<file path="src/rtl/jt1943_dwnld_pkg.sv">
// rtl/jt1943_dwnld_pkg.sv - shared types and constants for the ioctl download writer
package jt1943_dwnld_pkg;

    typedef enum logic [1:0] {
        IDLE  = 2'd0,
        WRITE = 2'd1,
        FLUSH = 2'd2
    } state_e;

    localparam int         ADDR_W    = 22;
    localparam logic [1:0] MASK_LO   = 2'b10;
    localparam logic [1:0] MASK_HI   = 2'b01;
    localparam logic [1:0] MASK_NONE = 2'b11;

    // Active-low byte enable for a 16-bit SDRAM word: odd bytes land in the high lane.
    function automatic logic [1:0] byte_mask(input logic odd);
        return odd ? MASK_HI : MASK_LO;
    endfunction

endpackage

</file>
<file path="src/rtl/jt1943_prom_dec.sv">
// rtl/jt1943_prom_dec.sv - combinational SDRAM/PROM range check and one-hot PROM select
module jt1943_prom_dec #(
    parameter logic [21:0] PROM_START = 22'h1_4000,
    parameter int          PROM_AW    = 8,
    parameter int          PROM_CNT   = 12
) (
    input  logic [21:0]         addr_i,
    output logic                sdram_o,
    output logic                hit_o,
    output logic [PROM_CNT-1:0] sel_o,
    output logic [PROM_AW-1:0]  addr_o
);

    logic [21:0] off;
    logic [21:0] idx;

    always_comb begin
        off     = addr_i - PROM_START;
        idx     = off >> PROM_AW;
        sdram_o = addr_i < PROM_START;
        hit_o   = !sdram_o && (idx < 22'(PROM_CNT));
        addr_o  = off[PROM_AW-1:0];
        sel_o   = '0;
        for (int i = 0; i < PROM_CNT; i++) begin
            sel_o[i] = hit_o && (idx == 22'(i));
        end
    end

endmodule

</file>
<file path="src/rtl/jt1943_dwnld.sv">
// rtl/jt1943_dwnld.sv - ioctl byte stream to SDRAM programming port and on-chip PROM strobes
module jt1943_dwnld
    import jt1943_dwnld_pkg::*;
#(
    parameter logic [21:0] PROM_START = 22'h1_4000,
    parameter int          PROM_AW    = 8,
    parameter int          PROM_CNT   = 12
) (
    input  logic                clk,
    input  logic                rst,
    input  logic                downloading,
    input  logic [21:0]         ioctl_addr,
    input  logic [7:0]          ioctl_data,
    input  logic                ioctl_wr,
    output logic [21:0]         prog_addr,
    output logic [7:0]          prog_data,
    output logic [1:0]          prog_mask,
    output logic                prog_we,
    input  logic                prog_rdy,
    output logic [PROM_AW-1:0]  prom_addr,
    output logic [7:0]          prom_din,
    output logic [PROM_CNT-1:0] prom_we,
    output logic                dwnld_done,
    output logic                overrun
);

    state_e               state_q, state_d;
    logic                 dl_q;
    logic [21:0]          prog_addr_q, prog_addr_d;
    logic [7:0]           prog_data_q, prog_data_d;
    logic [1:0]           prog_mask_q, prog_mask_d;
    logic                 prog_we_q, prog_we_d;
    logic                 skid_full_q, skid_full_d;
    logic [21:0]          skid_addr_q, skid_addr_d;
    logic [7:0]           skid_data_q, skid_data_d;
    logic [1:0]           skid_mask_q, skid_mask_d;
    logic [PROM_AW-1:0]   prom_addr_q, prom_addr_d;
    logic [7:0]           prom_din_q, prom_din_d;
    logic [PROM_CNT-1:0]  prom_we_q, prom_we_d;
    logic                 done_q, done_d;
    logic                 overrun_q, overrun_d;

    logic                 is_sdram, prom_hit;
    logic [PROM_CNT-1:0]  prom_sel;
    logic [PROM_AW-1:0]   prom_low;
    logic                 wr_ok, sd_wr, prom_wr, ack, fall, rise;
    logic [21:0]          new_addr;
    logic [1:0]           new_mask;

    jt1943_prom_dec #(
        .PROM_START (PROM_START),
        .PROM_AW    (PROM_AW),
        .PROM_CNT   (PROM_CNT)
    ) u_dec (
        .addr_i  (ioctl_addr),
        .sdram_o (is_sdram),
        .hit_o   (prom_hit),
        .sel_o   (prom_sel),
        .addr_o  (prom_low)
    );

    // Bytes are only taken while a transfer is live and not draining.
    assign wr_ok    = ioctl_wr && downloading && (state_q != FLUSH);
    assign sd_wr    = wr_ok && is_sdram;
    assign prom_wr  = wr_ok && prom_hit;
    assign ack      = prog_rdy && prog_we_q;
    assign fall     = dl_q && !downloading;
    assign rise     = !dl_q && downloading;
    assign new_addr = {1'b0, ioctl_addr[21:1]};
    assign new_mask = byte_mask(ioctl_addr[0]);

    always_comb begin
        state_d     = state_q;
        prog_addr_d = prog_addr_q;
        prog_data_d = prog_data_q;
        prog_mask_d = prog_mask_q;
        prog_we_d   = prog_we_q;
        skid_full_d = skid_full_q;
        skid_addr_d = skid_addr_q;
        skid_data_d = skid_data_q;
        skid_mask_d = skid_mask_q;
        prom_addr_d = prom_addr_q;
        prom_din_d  = prom_din_q;
        prom_we_d   = '0;
        done_d      = 1'b0;
        overrun_d   = overrun_q;

        if (prom_wr) begin
            prom_we_d   = prom_sel;
            prom_addr_d = prom_low;
            prom_din_d  = ioctl_data;
        end

        if (rise) overrun_d = 1'b0;

        case (state_q)
            IDLE: begin
                if (sd_wr) begin
                    prog_addr_d = new_addr;
                    prog_data_d = ioctl_data;
                    prog_mask_d = new_mask;
                    prog_we_d   = 1'b1;
                    state_d     = WRITE;
                end
            end
            WRITE, FLUSH: begin
                if (ack) begin
                    if (skid_full_q) begin
                        prog_addr_d = skid_addr_q;
                        prog_data_d = skid_data_q;
                        prog_mask_d = skid_mask_q;
                        skid_full_d = 1'b0;
                        if (sd_wr) begin
                            skid_addr_d = new_addr;
                            skid_data_d = ioctl_data;
                            skid_mask_d = new_mask;
                            skid_full_d = 1'b1;
                        end
                    end else if (sd_wr) begin
                        prog_addr_d = new_addr;
                        prog_data_d = ioctl_data;
                        prog_mask_d = new_mask;
                    end else begin
                        prog_we_d = 1'b0;
                        state_d   = IDLE;
                        if (state_q == FLUSH) done_d = 1'b1;
                    end
                end else if (sd_wr) begin
                    if (!skid_full_q) begin
                        skid_addr_d = new_addr;
                        skid_data_d = ioctl_data;
                        skid_mask_d = new_mask;
                        skid_full_d = 1'b1;
                    end else begin
                        overrun_d = 1'b1;
                    end
                end
            end
            default: state_d = IDLE;
        endcase

        // End of transfer: drain whatever is still queued, else report done right away.
        if (fall) begin
            if (prog_we_d) begin
                state_d = FLUSH;
            end else begin
                state_d = IDLE;
                done_d  = 1'b1;
            end
        end
    end

    always_ff @(posedge clk or posedge rst) begin
        if (rst) begin
            state_q     <= IDLE;
            dl_q        <= 1'b0;
            prog_addr_q <= '0;
            prog_data_q <= '0;
            prog_mask_q <= MASK_NONE;
            prog_we_q   <= 1'b0;
            skid_full_q <= 1'b0;
            skid_addr_q <= '0;
            skid_data_q <= '0;
            skid_mask_q <= MASK_NONE;
            prom_addr_q <= '0;
            prom_din_q  <= '0;
            prom_we_q   <= '0;
            done_q      <= 1'b0;
            overrun_q   <= 1'b0;
        end else begin
            state_q     <= state_d;
            dl_q        <= downloading;
            prog_addr_q <= prog_addr_d;
            prog_data_q <= prog_data_d;
            prog_mask_q <= prog_mask_d;
            prog_we_q   <= prog_we_d;
            skid_full_q <= skid_full_d;
            skid_addr_q <= skid_addr_d;
            skid_data_q <= skid_data_d;
            skid_mask_q <= skid_mask_d;
            prom_addr_q <= prom_addr_d;
            prom_din_q  <= prom_din_d;
            prom_we_q   <= prom_we_d;
            done_q      <= done_d;
            overrun_q   <= overrun_d;
        end
    end

    assign prog_addr  = prog_addr_q;
    assign prog_data  = prog_data_q;
    assign prog_mask  = prog_mask_q;
    assign prog_we    = prog_we_q;
    assign prom_addr  = prom_addr_q;
    assign prom_din   = prom_din_q;
    assign prom_we    = prom_we_q;
    assign dwnld_done = done_q;
    assign overrun    = overrun_q;

endmodule

</file>
<file path="config.mk">
export PLATFORM = sky130hd
export DESIGN_NAME = jt1943_dwnld
export DESIGN_NICKNAME = d
export VERILOG_FILES = /design/src/rtl/jt1943_dwnld_pkg.sv /design/src/rtl/jt1943_prom_dec.sv /design/src/rtl/jt1943_dwnld.sv
export SDC_FILE = /design/constraint.sdc
export NUM_CORES = 1
export LEC_CHECK = 0
export CAP_MARGIN = 20
export CORE_ASPECT_RATIO = 0.9
export CORE_UTILIZATION = 60
export CTS_CLUSTER_SIZE = 25
export DETAILED_ROUTE_END_ITERATION = 10
export DONT_BUFFER_PORTS = 1
export PLACE_DENSITY = 0.8
export SYNTH_ARGS = -nofsm -noshare
export SYNTH_HDL_FRONTEND = slang
export SYNTH_SLANG_ARGS = --single-unit
</file>
<file path="constraint.sdc">
create_clock -name clk -period 4 [get_ports clk]
set_clock_uncertainty 0.2 [all_clocks]
set_input_delay 0.8 -clock clk [delete_from_list [all_inputs] [get_ports clk]]
set_output_delay 0.8 -clock clk [all_outputs]
set_load 0.02 [all_outputs]
</file>
# After elaboration in Yosys (flattened, before gate mapping)
# Index checks and enable logic that the tools add are counted.
# W data, S select, Z words.
[totals] mem_count=0 word_cells=128 latch_bits=0 romBits=0 out_inout_bits=63 ram_bits=0 regBits=99 in_bits=35
[classes] reduce_logical=32 eq_ne=21 muxes=57 n_div=0 n_bitwise=0 order_cmp=2 mul=0 n_addsub=1 shifts=0
[ops] op="$mux W22" count=8
[ops] op="$mux W8" count=8
[ops] op="$eq A14 B3 Y1 const B" count=4
[ops] op="$eq A14 B4 Y1 const B" count=4
[ops] op="$pmux W22 S2" count=1
[ops] op="$mux W2" count=15
[ops] op="$eq A14 B2 Y1 const B" count=2
[ops] op="$logic_not A22 Y1" count=1
[ops] op="$lt A22 B17 Y1 const B" count=1
[ops] op="$sub A22 B17 Y22 const B" count=1
[ops] op="$logic_and A1 B1 Y1" count=20
[ops] op="$mux W1" count=20
[ops] op="$pmux W8 S2" count=1
[ops] op="$eq A14 B1 Y1 const B" count=1
[ops] op="$lt A14 B4 Y1 const B" count=1
[ops] op="$mux W12" count=1
[ops] op="$ne A3 B3 Y1 const B" count=4
[ops] op="$pmux W2 S2" count=2
[ops] op="$reduce_and A4 Y1" count=2
[ops] op="$ne A2 B2 Y1 const B" count=3
[ops] op="$reduce_and A2 Y1" count=2
[ops] op="$reduce_bool A2 Y1" count=2
[ops] op="$logic_not A1 Y1" count=3
[ops] op="$eq A2 B1 Y1 const B" count=1
[ops] op="other kinds (5)" count=5

# Longest topological paths before layout
# Gate-level depths: netlist of the first run.
[logic_depth] depth_word=9 ltp_mapped=10 mapped_depth_nobuf=7

# Hierarchy
# From an unflattened synthesis of the first run, not the netlist that was laid out.
[hier_totals] hier_cells=356 area_unflattened_um2=4314.1
[modules_own_cells] module="jt1943_dwnld" cells_each=320 area_each_um2=4063.9 seq_area_each_um2=2457.4 instances=1
[modules_own_cells] module="jt1943_prom_dec" cells_each=36 area_each_um2=250.2 seq_area_each_um2=0.0 instances=1

# Least setup slack after synthesis of the first run
# OpenSTA, ideal clock, no wires.
[synth_path] path_kind="input to register" start="input port ioctl_addr[21]" end="register prom_addr_q[2], in the netlist prom_addr[2]" stages=6 t_required_ns=3.675 slack_ns=1.254 n_path_buf=1 setup_time_ns=0.125 arrival_time_ns=2.421 cell_sequence="or3_1 nor3_1 o211ai_1 a21oi_2 buf_2 mux2_2"
[synth_via] elab_chain_len=4 word_cells_on_any_way=6 classes_between="add/sub: 1; order compare: 2; reduce/logical: 3"
[synth_lines] element="start: declaration" line="jt1943_dwnld.sv:12" source="input logic [21:0] ioctl_addr,"
[synth_lines] element="$sub A22 B17 Y22 or $lt A22 B17 Y1 (tied branches)" line="jt1943_prom_dec.sv:18, jt1943_prom_dec.sv:20"
[synth_lines] element="$lt A14 B4 Y1 or $logic_not A1 Y1 (tied branches)" line="jt1943_prom_dec.sv:21" source="hit_o = !sdram_o && (idx < 22'(PROM_CNT));"
[synth_lines] element="$logic_and A1 B1 Y1 (*)" line="jt1943_prom_dec.sv:21"
[synth_lines] element="$logic_and A1 B1 Y1 (*)" line="jt1943_dwnld.sv:65" source="assign prom_wr = wr_ok && prom_hit;"
[synth_lines] element="end signal: assignment" line="jt1943_dwnld.sv:181" source="prom_addr_q <= prom_addr_d;"
[synth_lines] element="end: declaration" line="jt1943_dwnld.sv:37" source="logic [PROM_AW-1:0] prom_addr_q, prom_addr_d;"
# Every way passes the cells marked *; elsewhere a longest branch is shown, timed or not.
# A chain may end at the register's enable or synchronous reset.

# Final worst setup path of the first run
[layout_path] start="register state_q[1]" end="register prog_addr_q[4], in the netlist prog_addr[4]"
[layout_via] elab_chain_len=7 word_cells_on_any_way=14 classes_between="eq/ne: 4; mux: 4; reduce/logical: 6"
[layout_lines] element="start: declaration" line="jt1943_dwnld.sv:27" source="state_e state_q, state_d;"
[layout_lines] element="start signal: assignment" line="jt1943_dwnld.sv:171" source="state_q <= state_d;"
[layout_lines] element="$ne A2 B2 Y1" line="jt1943_dwnld.sv:63" source="assign wr_ok = ioctl_wr && downloading && (state_q != FLUSH);"
[layout_lines] element="$logic_and A1 B1 Y1" line="jt1943_dwnld.sv:63"
[layout_lines] element="$logic_and A1 B1 Y1" line="jt1943_dwnld.sv:64" source="assign sd_wr = wr_ok && is_sdram;"
[layout_lines] element="$mux W22 (3 in series)"
[layout_lines] element="$pmux W22 S2" line="jt1943_dwnld.sv:96" source="case (state_q)"
[layout_lines] element="end signal: assignment" line="jt1943_dwnld.sv:173" source="prog_addr_q <= prog_addr_d;"
[layout_lines] element="end: declaration" line="jt1943_dwnld.sv:29" source="logic [21:0] prog_addr_q, prog_addr_d;"
# Parallel ways exist; a longest one is shown, timed or not. The select of a mux whose other input is x is not followed.

==> results of run 1 <==
-- synthesized netlist by cell type (all sizes together), types with 3 or more instances --
library cell	number	area (µm²)
nor4	4	40.04
a21oi	29	148.9
dfstp	4	105.1
nand2	10	37.54
o22ai	24	150.1
nand2b	3	18.77
ha	4	50.05
inv	6	22.52
nor3	9	50.05
nor2	34	127.6
mux2	42	473.0
nand3	3	15.01
or3	3	23.77
o221a	4	45.04
clkbuf	10	37.54
and2	7	43.79
dfrtp	94	2352
o21ai	5	25.02
buf	5	25.02
-- cell families (layout without fill, tap and decap cells) --
logic type	count (synthesis)	in the layout	synth area share
AOI/OAI and AO/OA	74	74	0.1179
muxes	43	43	0.1207
adders and majority gates	4	4	0.01251
xor gates and xnor gates	1	1	0.002190
DFF	98	98	0.6143
buffers and inverters	21	28	0.02127
and+or+nand+nor	83	83	0.1110
-- layer usage --
layer  share of wire  global-route usage  routed length, µm
met1            0.44              0.3274               3474
met2            0.47              0.3891               3688
met3           0.086             0.09824                679
met4           0.011             0.06613                 88
met5               0                   0                  0
-- final timing paths --
check,start,to,slack [ps],depth (start not counted)
worst max-delay path,state_q[1],prog_addr[4],1090,7
worst min-delay path,rst,prom_addr[6],120,1
worst max register to register,state_q[1],prog_addr[4],1090,7
worst min register to register,skid_mask_q[1],skid_mask_q[1],290,2
max in group asynchronous,rst,prog_data[7],2710,2
min in group clk,downloading,dl_q,270,0
-- where the power goes --
part,switching (mW),total [mW],internal (mW)
registers,0.126,1.18,1.06
logic,0.111,0.175,0.0643
clock network,0.310,0.610,0.300
total,0.546,1.97,1.42
-- area by class of cell --
| cell class | instances | area, µm² | area share |
|---|---|---|---|
| Clock buffer | 10 | 137.6 | 0.03205 |
| Clock inverter | 5 | 55.05 | 0.01282 |
| Inverter | 6 | 25.02 | 0.005828 |
| Multi-Input combinational cell | 205 | 1458 | 0.3395 |
| Sequential cell | 98 | 2457 | 0.5723 |
| Tap cell | 87 | 108.9 | 0.02535 |
| Timing Repair Buffer | 7 | 52.55 | 0.01224 |
-- flip-flops by register name, summed over array words and instances (netlist names) --
| register | flops |
|---|---|
| prog_addr | 22 |
| skid_addr_q | 21 |
| prom_we | 12 |
| prog_data | 8 |
| prom_addr | 8 |
| prom_din | 8 |
| skid_data_q | 8 |
| prog_mask | 2 |
| skid_mask_q | 2 |
| state_q | 2 |
| dl_q | 1 |
| dwnld_done | 1 |
| overrun | 1 |
| prog_we | 1 |
| skid_full_q | 1 |
==> summary.txt, run 1 <==
Outcome - finished clean
Pwr/cell area - 458.4 nW/µm²
Syn Nets - 363
FILL cells - 478
Vias in the first global route - 2,675
Final worst setup slack - 1088 ps
DRT Wirelength - 7.930 mm
Period minus WS final - 2912 ps
Placed Cells - 403
Period Utilization, post-route - 0.7279
Setup violations, final - 0
# rows - 27
RSZ-0062 raised after global routing - no
Commonest non-fill, non-tap cell in the layout - dfrtp_1
Maximum VDD drop - 0.0002852 V
Inserted Clock Buffers - 9
Port bufs - 0
Ant diodes - 0
Area growth syn-to-layout - 7.351%
Avg Cell Area, Syn - 12.35 µm²
Vias per cell - 6.151
Fmax - 343.4 MHz
Clock Tree Buf Depth - 2
Cell variety after synth - 44
Post-CTS sizing - 0
GP Congestion - 0.8142
Initial antenna violation count - 0
Max-slew violations - 0
Gr usage total - 0.2495
1st-iter DRT viols - 133
EDFF count, synth - 0
Initial Util - 0.6366
First-pass GRT wire length - 12.94 mm
Post-Layout Cell Count - 418
Pre-CTS setup slack - 755.4 ps
Worst-path maximum fanout - 26
I/O Pins - 98
Pwr Total - 1.968 mW
Nets - 366
Die width - 88.07 µm
Hold Slack - 116.8 ps
Wirelength per Cell - 18.97 µm
#FFs+latches synth - 98
Mapped Cells - 324
Worst Setup End Kind - flop
Buf+Inv Stages, Crit Path - 2
Rel. slew slack - 0.4475
Core Util, Final - 0.6834
Die area - 6998 µm²
Die height - 79.46 µm
CTS tree - done
Worst Path Arrival - 2990 ps
Slowest cell on the critical path - mux2_2
Gr ovfl total - 0
Post-CTS setup buffers - 0
Drt drc - 0
CTS Root Cell - clkbuf_8
CP top delay family - compound AO/OA/AOI/OAI gates
CP Class - reg2reg
Core area - 6284 µm²
Largest net degree at the start of global routing - 35
Worst slew pin tran - 826.7 ps
Clk slew on worst S/H paths - 80 ps
Crit path launch type - flop
Mapped Area - 4000 µm²
Htree depth - 3
Finished Cell Area - 4294 µm²
Hold Buf Count CTS - 0
Max-cap violation count - 0
Setup TNS - 0 ps
HPWL Detailed - 5.308 mm
Leak - 2.037 nW
Most frequent cells in the layout - dfrtp_1 (94), mux2_2 (42), nor2_1 (34)
Cell Area, Placed - 4101 µm²
Worst hold-check path type - in2async
Critical path cell sequence - inv_1 > ha_1 > mux2_2 > a21o_1 > buf_4 > nor2_1 > a21oi_1
Synth Flop Type - dfrtp_1
Drt first pass iters - 4
Vias - 2,571
Sequential area share after synthesis - 0.6143
CP required - 4080 ps
TritonCTS Sinks - 98
Ys Warns - 0
CP peak stage delay - 590 ps
Ys async rst share - 1.000
Layout cells sized above 1 - 0.2417
Number of routed nets with antenna violations - 0
Clk_lat worst skew - 350 ps
Final Hold Fails - 0
Power figures use the tool's default switching activity.
==> run 2: changes to the inputs <==
==> constraint.sdc (replaced) <==
create_clock -name clk -period 2.95 [get_ports clk]
set_clock_uncertainty 0.2 [all_clocks]
set_input_delay 0.59 -clock clk [delete_from_list [all_inputs] [get_ports clk]]
set_output_delay 0.59 -clock clk [all_outputs]
set_load 0.02 [all_outputs]
==> run 2 against run 1 <==
Global-route usage is 0.096 points lower. Critical path depth unchanged. Non-clock buffer count grew 6. First-iteration DRC count increased by 20%. Die area stayed put. Count of clock-buffer cells in the layout stayed put. Critical path type unchanged. Largest cell class unchanged.
==> summary.txt, run 2 (same netlist as run 1, synthesis figures left out) <==
Clk slew on worst S/H paths - 90 ps
Wirelength per Cell - 18.81 µm
CTS tree - done
GP Congestion - 0.8217
1st-iter DRT viols - 160
Rel. slew slack - 0.6080
Die height - 79.46 µm
Worst Path Arrival - 2650 ps
Die area - 6998 µm²
CTS Root Cell - clkbuf_8
Core area - 6284 µm²
Leak - 2.054 nW
Placed Cells - 408
Crit path launch type - flop
Critical path cell sequence - inv_1 > ha_1 > nand3b_1 > or3_4 > or4_4 > or3b_4 > nor3_2
Final Hold Fails - 0
Port bufs - 0
TritonCTS Sinks - 98
Setup TNS - 0 ps
Worst hold-check path type - in2reg
Fmax - 389.3 MHz
Worst Setup End Kind - flop
Clk_lat worst skew - 350 ps
Ant diodes - 0
Vias per cell - 6.165
# rows - 27
Max-slew violations - 0
Post-CTS sizing - 0
Nets - 372
Htree depth - 3
Most frequent cells in the layout - dfrtp_1 (94), mux2_2 (42), nor2_1 (34)
Flop pwr share - 0.613
Area growth syn-to-layout - 8.320%
First-pass GRT wire length - 13.01 mm
DRT Wirelength - 7.994 mm
CP top delay family - simple AND/OR/NAND/NOR gates
Worst-path maximum fanout - 4
Gr usage total - 0.2486
Number of routed nets with antenna violations - 0
Outcome - finished clean
Worst slew pin tran - 586.8 ps
Initial antenna violation count - 0
Post-Layout Cell Count - 425
CP peak stage delay - 450 ps
Hold Slack - 55.84 ps
Post-CTS setup buffers - 0
Gr ovfl total - 0
Met3 routed WL - 600 µm
Slowest cell on the critical path - or3_4
Combinational power share - 0.096
Inserted Clock Buffers - 9
Layout cells sized above 1 - 0.2515
Switching power summed over all nets - 0.7769 mW
Commonest non-fill, non-tap cell in the layout - dfrtp_1
Pwr/cell area - 603.8 nW/µm²
Pint - 1.839 mW
Period minus WS final - 2569 ps
Drt drc - 0
CP Class - reg2reg
Largest register FFs - 22
Max layer used - met4
Switching Fraction - 0.2970
HPWL Detailed - 5.605 mm
Maximum VDD drop - 0.0003837 V
Setup violations, final - 0
Met1 wire length - 3.532 mm
Largest net degree at the start of global routing - 53
Buf+Inv Stages, Crit Path - 1
Vias in the first global route - 2,646
Drt first pass iters - 4
RSZ-0062 raised after global routing - no
Clock network power share - 0.291
Die width - 88.07 µm
Max-cap violation count - 0
CP required - 3030 ps
Initial Util - 0.6366
Routed wl met2 - 3.796 mm
Period Utilization, post-route - 0.8708
Vias - 2,620
Reg2Reg Setup Slack - 380 ps
I/O Pins - 98
Clock Tree Buf Depth - 2
## run 2: power by group through the flow
stage	registers, mW	logic [mW]	clock network, mW
5_1_grt	1.62	0.283	0.830
4_1_cts	1.61	0.253	0.776
6_report	1.60	0.251	0.762
3_5_place_dp	1.63	0.252	0
3_3_place_gp	1.63	0.241	0
2_1_floorplan	1.60	0.194	0
## run 2: path summary, 6_finish.rpt
check | start | cells after the start | to
worst max-delay path | state_q[0] | 7 | prom_we[8]
worst min-delay path | downloading | 0 | dl_q
worst max register to register | state_q[0] | 7 | prom_we[8]
worst min register to register | skid_mask_q[1] | 2 | skid_mask_q[1]
max in group asynchronous | rst | 3 | prog_mask[1]
min in group asynchronous | rst | 2 | skid_addr_q[5]
## run 2: worst reg2reg max path: stages, from the launching register on
cell	delay, ps
dfrtp_1	360
inv_1	90
ha_1	190
nand3b_1	250
or3_4	450
or4_4	450
or3b_4	410
nor3_2	100
## run 2: final cells by class
| class | count | area, µm² |
|---|---|---|
| clock buffer | 10 | 127.6 |
| fill | 496 | 1951 |
| timing repair buffer | 13 | 112.6 |
| inverter | 6 | 26.28 |
| clock inverter | 6 | 42.54 |
| multi-input combinational | 205 | 1458 |
| sequential | 98 | 2457 |
| tap | 87 | 108.9 |
## run 2: metrics by stage
stage / total power [mW] / utilization / setup slack, ps / cell area (µm²)
2_1_floorplan: 1.799 / - / 414.2 / 4004
3_3_place_gp: 1.868 / 0.6609 / 463.5 / 4153
3_5_place_dp: 1.882 / 0.6609 / 411.5 / 4153
4_1_cts: 2.634 / 0.6896 / 386.7 / 4333
5_1_grt: 2.728 / 0.6896 / 280.5 / 4333
6_report: 2.616 / 0.6896 / 381.2 / 4333
## run 2: repair_timing
action	4_1_cts	5_1_grt
setup endpoints to repair	0	0
hold endpoints to repair	24	0
hold buffers	1	0
## run 2: routing by layer
metal,global-route usage,vias to the layer above
li1,-,1189
met1,0.3397,1336
met2,0.3915,88
met3,0.07135,7
met4,0.06774,0
met5,0,-
==> run 3: changes to the inputs <==
--- a/config.mk
+++ b/config.mk
@@ -7,11 +7,12 @@
 export LEC_CHECK = 0
 export CAP_MARGIN = 20
 export CORE_ASPECT_RATIO = 0.9
+export CORE_MARGIN = 3
 export CORE_UTILIZATION = 60
 export CTS_CLUSTER_SIZE = 25
 export DETAILED_ROUTE_END_ITERATION = 10
 export DONT_BUFFER_PORTS = 1
-export PLACE_DENSITY = 0.8
+export PLACE_DENSITY = 0.75
 export SYNTH_ARGS = -nofsm -noshare
 export SYNTH_HDL_FRONTEND = slang
 export SYNTH_SLANG_ARGS = --single-unit
==> constraint.sdc (replaced) <==
create_clock -name clk -period 2.95 [get_ports clk]
set_clock_uncertainty 0.2 [all_clocks]
set_input_delay 0.4425 -clock clk [delete_from_list [all_inputs] [get_ports clk]]
set_output_delay 0.4425 -clock clk [all_outputs]
set_load 0.02 [all_outputs]
==> run 3 against run 2 <==
Wire length up 4.2%. Worst hold slack lost 25 ps. Final area up 2.4%. Power up 7.2%. Register-to-register slack lost 220 ps.
==> summary.txt, run 3 (same netlist as run 1, synthesis figures left out) <==
Gr usage total - 0.2295
Worst slew pin tran - 647.5 ps
Fmax - 358.5 MHz
Area growth syn-to-layout - 10.89%
Worst-path maximum fanout - 5
Pwr/cell area - 632.2 nW/µm²
Final Hold Fails - 0
CTS Root Cell - clkbuf_8
RSZ-0062 raised after global routing - no
First-pass GRT wire length - 13.86 mm
Vias per cell - 6.118
Buf+Inv Stages, Crit Path - 1
Outcome - finished clean
Number of routed nets with antenna violations - 0
Largest register FFs - 22
Core area - 6284 µm²
CP peak stage delay - 570 ps
Clk_lat worst skew - 350 ps
Clock network power share - 0.338
Maximum VDD drop - 0.0004480 V
Period Utilization, post-route - 0.9455
Met3 usage - 0.07665
Leak - 2.112 nW
Worst hold-check path type - in2reg
Cell Area, Placed - 4140 µm²
Final worst setup slack - 160.7 ps
Vias - 2,637
Crit path launch type - flop
Met1 Use GR - 0.3055
RR Startpoint - state_q[1]
Finished Cell Area - 4436 µm²
Ant diodes - 0
Layout cells sized above 1 - 0.2500
Die width - 92.07 µm
I/O Pins - 98
CTS tree - done
HPWL Detailed - 5.775 mm
Port bufs - 0
Pre-CTS setup slack - 388.1 ps
Critical path cell sequence - ha_1 > nand3b_1 > or3_4 > or4_4 > nor4_1 > dlygate4sd3_1
Combinational power share - 0.089
CP required - 3050 ps
GR peak layer - met2
CP Class - reg2reg
CP top delay family - simple AND/OR/NAND/NOR gates
Initial Util - 0.6366
Commonest non-fill, non-tap cell in the layout - dfrtp_1
Gr ovfl total - 0
Max-slew violations - 0
Max-cap violation count - 0
DRT Wirelength - 8.326 mm
Drt first pass iters - 4
Met2 Use GR - 0.3574
Die height - 83.46 µm
Initial antenna violation count - 0
Post-CTS sizing - 0
# rows - 27
Most frequent cells in the layout - dfrtp_1 (94), mux2_2 (42), nor2_1 (34)
Switching Fraction - 0.2736
GP Congestion - 0.8652
TritonCTS Sinks - 98
Htree depth - 3
Slowest cell on the critical path - dlygate4sd3_1
Clock Tree Buf Depth - 2
Nets - 378
Inserted Clock Buffers - 9
Worst Path Arrival - 2890 ps
Vias in the first global route - 2,669
Wirelength per Cell - 19.32 µm
Worst Setup End Kind - flop
Setup TNS - 0 ps
Flop pwr share - 0.573
Period minus WS final - 2789 ps
Clk slew on worst S/H paths - 90 ps
Die area - 7684 µm²
Hold path start - ioctl_addr[2]
CP startpoint - state_q[1]
1st-iter DRT viols - 151
Setup violations, final - 0
Rel. slew slack - 0.5674
Switching power summed over all nets - 0.7671 mW
Pint - 2.037 mW
Drt drc - 0
Core Util, Final - 0.7059
Largest net degree at the start of global routing - 41
==> run 3: cell types whose count changed in the layout (fill, tap and decap cells not counted), sizes merged <==
cell | previous run | this run
bufinv | 0 | 2
dlygate4sd3 | 1 | 7
clkinvlp | 3 | 1
clkinv | 3 | 2
inv | 6 | 7
==> run 3: per-stage QoR <==
stage	power [mW]	hold slack, ps	instances
final	2.804	30.47	431
after global routing	2.926	9.462	431
after CTS	2.843	7.135	431
after detailed placement	1.878	229.6	408
after global placement	1.869	211.1	408
after floorplan	1.799	254.0	324
==> run 3: power groups by stage <==
stage | Clock (mW) | Combinational, mW | Sequential [mW]
after floorplan | 0 | 0.194 | 1.60
after global placement | 0 | 0.237 | 1.63
after detailed placement | 0 | 0.244 | 1.63
after CTS | 0.981 | 0.253 | 1.61
after global routing | 1.02 | 0.283 | 1.62
final | 0.948 | 0.250 | 1.61
==> run 3: worst paths after layout <==
kind,cells past startpoint,slack (ps),to
setup reg to reg,6,160,prom_we[2]
hold reg to reg,2,290,skid_mask_q[1]
hold / removal,1,30,prom_addr[2]
max in group asynchronous,3,1210,prog_data[7]
setup / recovery,6,160,prom_we[2]
min in group asynchronous,2,450,prom_addr[6]
==> run 3: routing by layer <==
metal  routed length [µm]  vias to the layer above
li1                     -                     1209
met5                    0                        -
met4                  100                        0
met2                 3975                       94
met1                 3550                     1326
met3                  700                        8
==> run 3: layout make-up <==
type | count | area (µm²)
tap | 87 | 108.9
timing repair buffer | 19 | 160.2
fill | 456 | 1848
clock inverter | 6 | 87.58
sequential | 98 | 2457
multi-input combinational | 205 | 1458
clock buffer | 10 | 137.6
inverter | 6 | 26.28
==> run 3: what timing repair did <==
action                    4_1_cts  5_1_grt
buffers inserted                0        0
hold buffers                    7        0
hold endpoints to repair       34        0
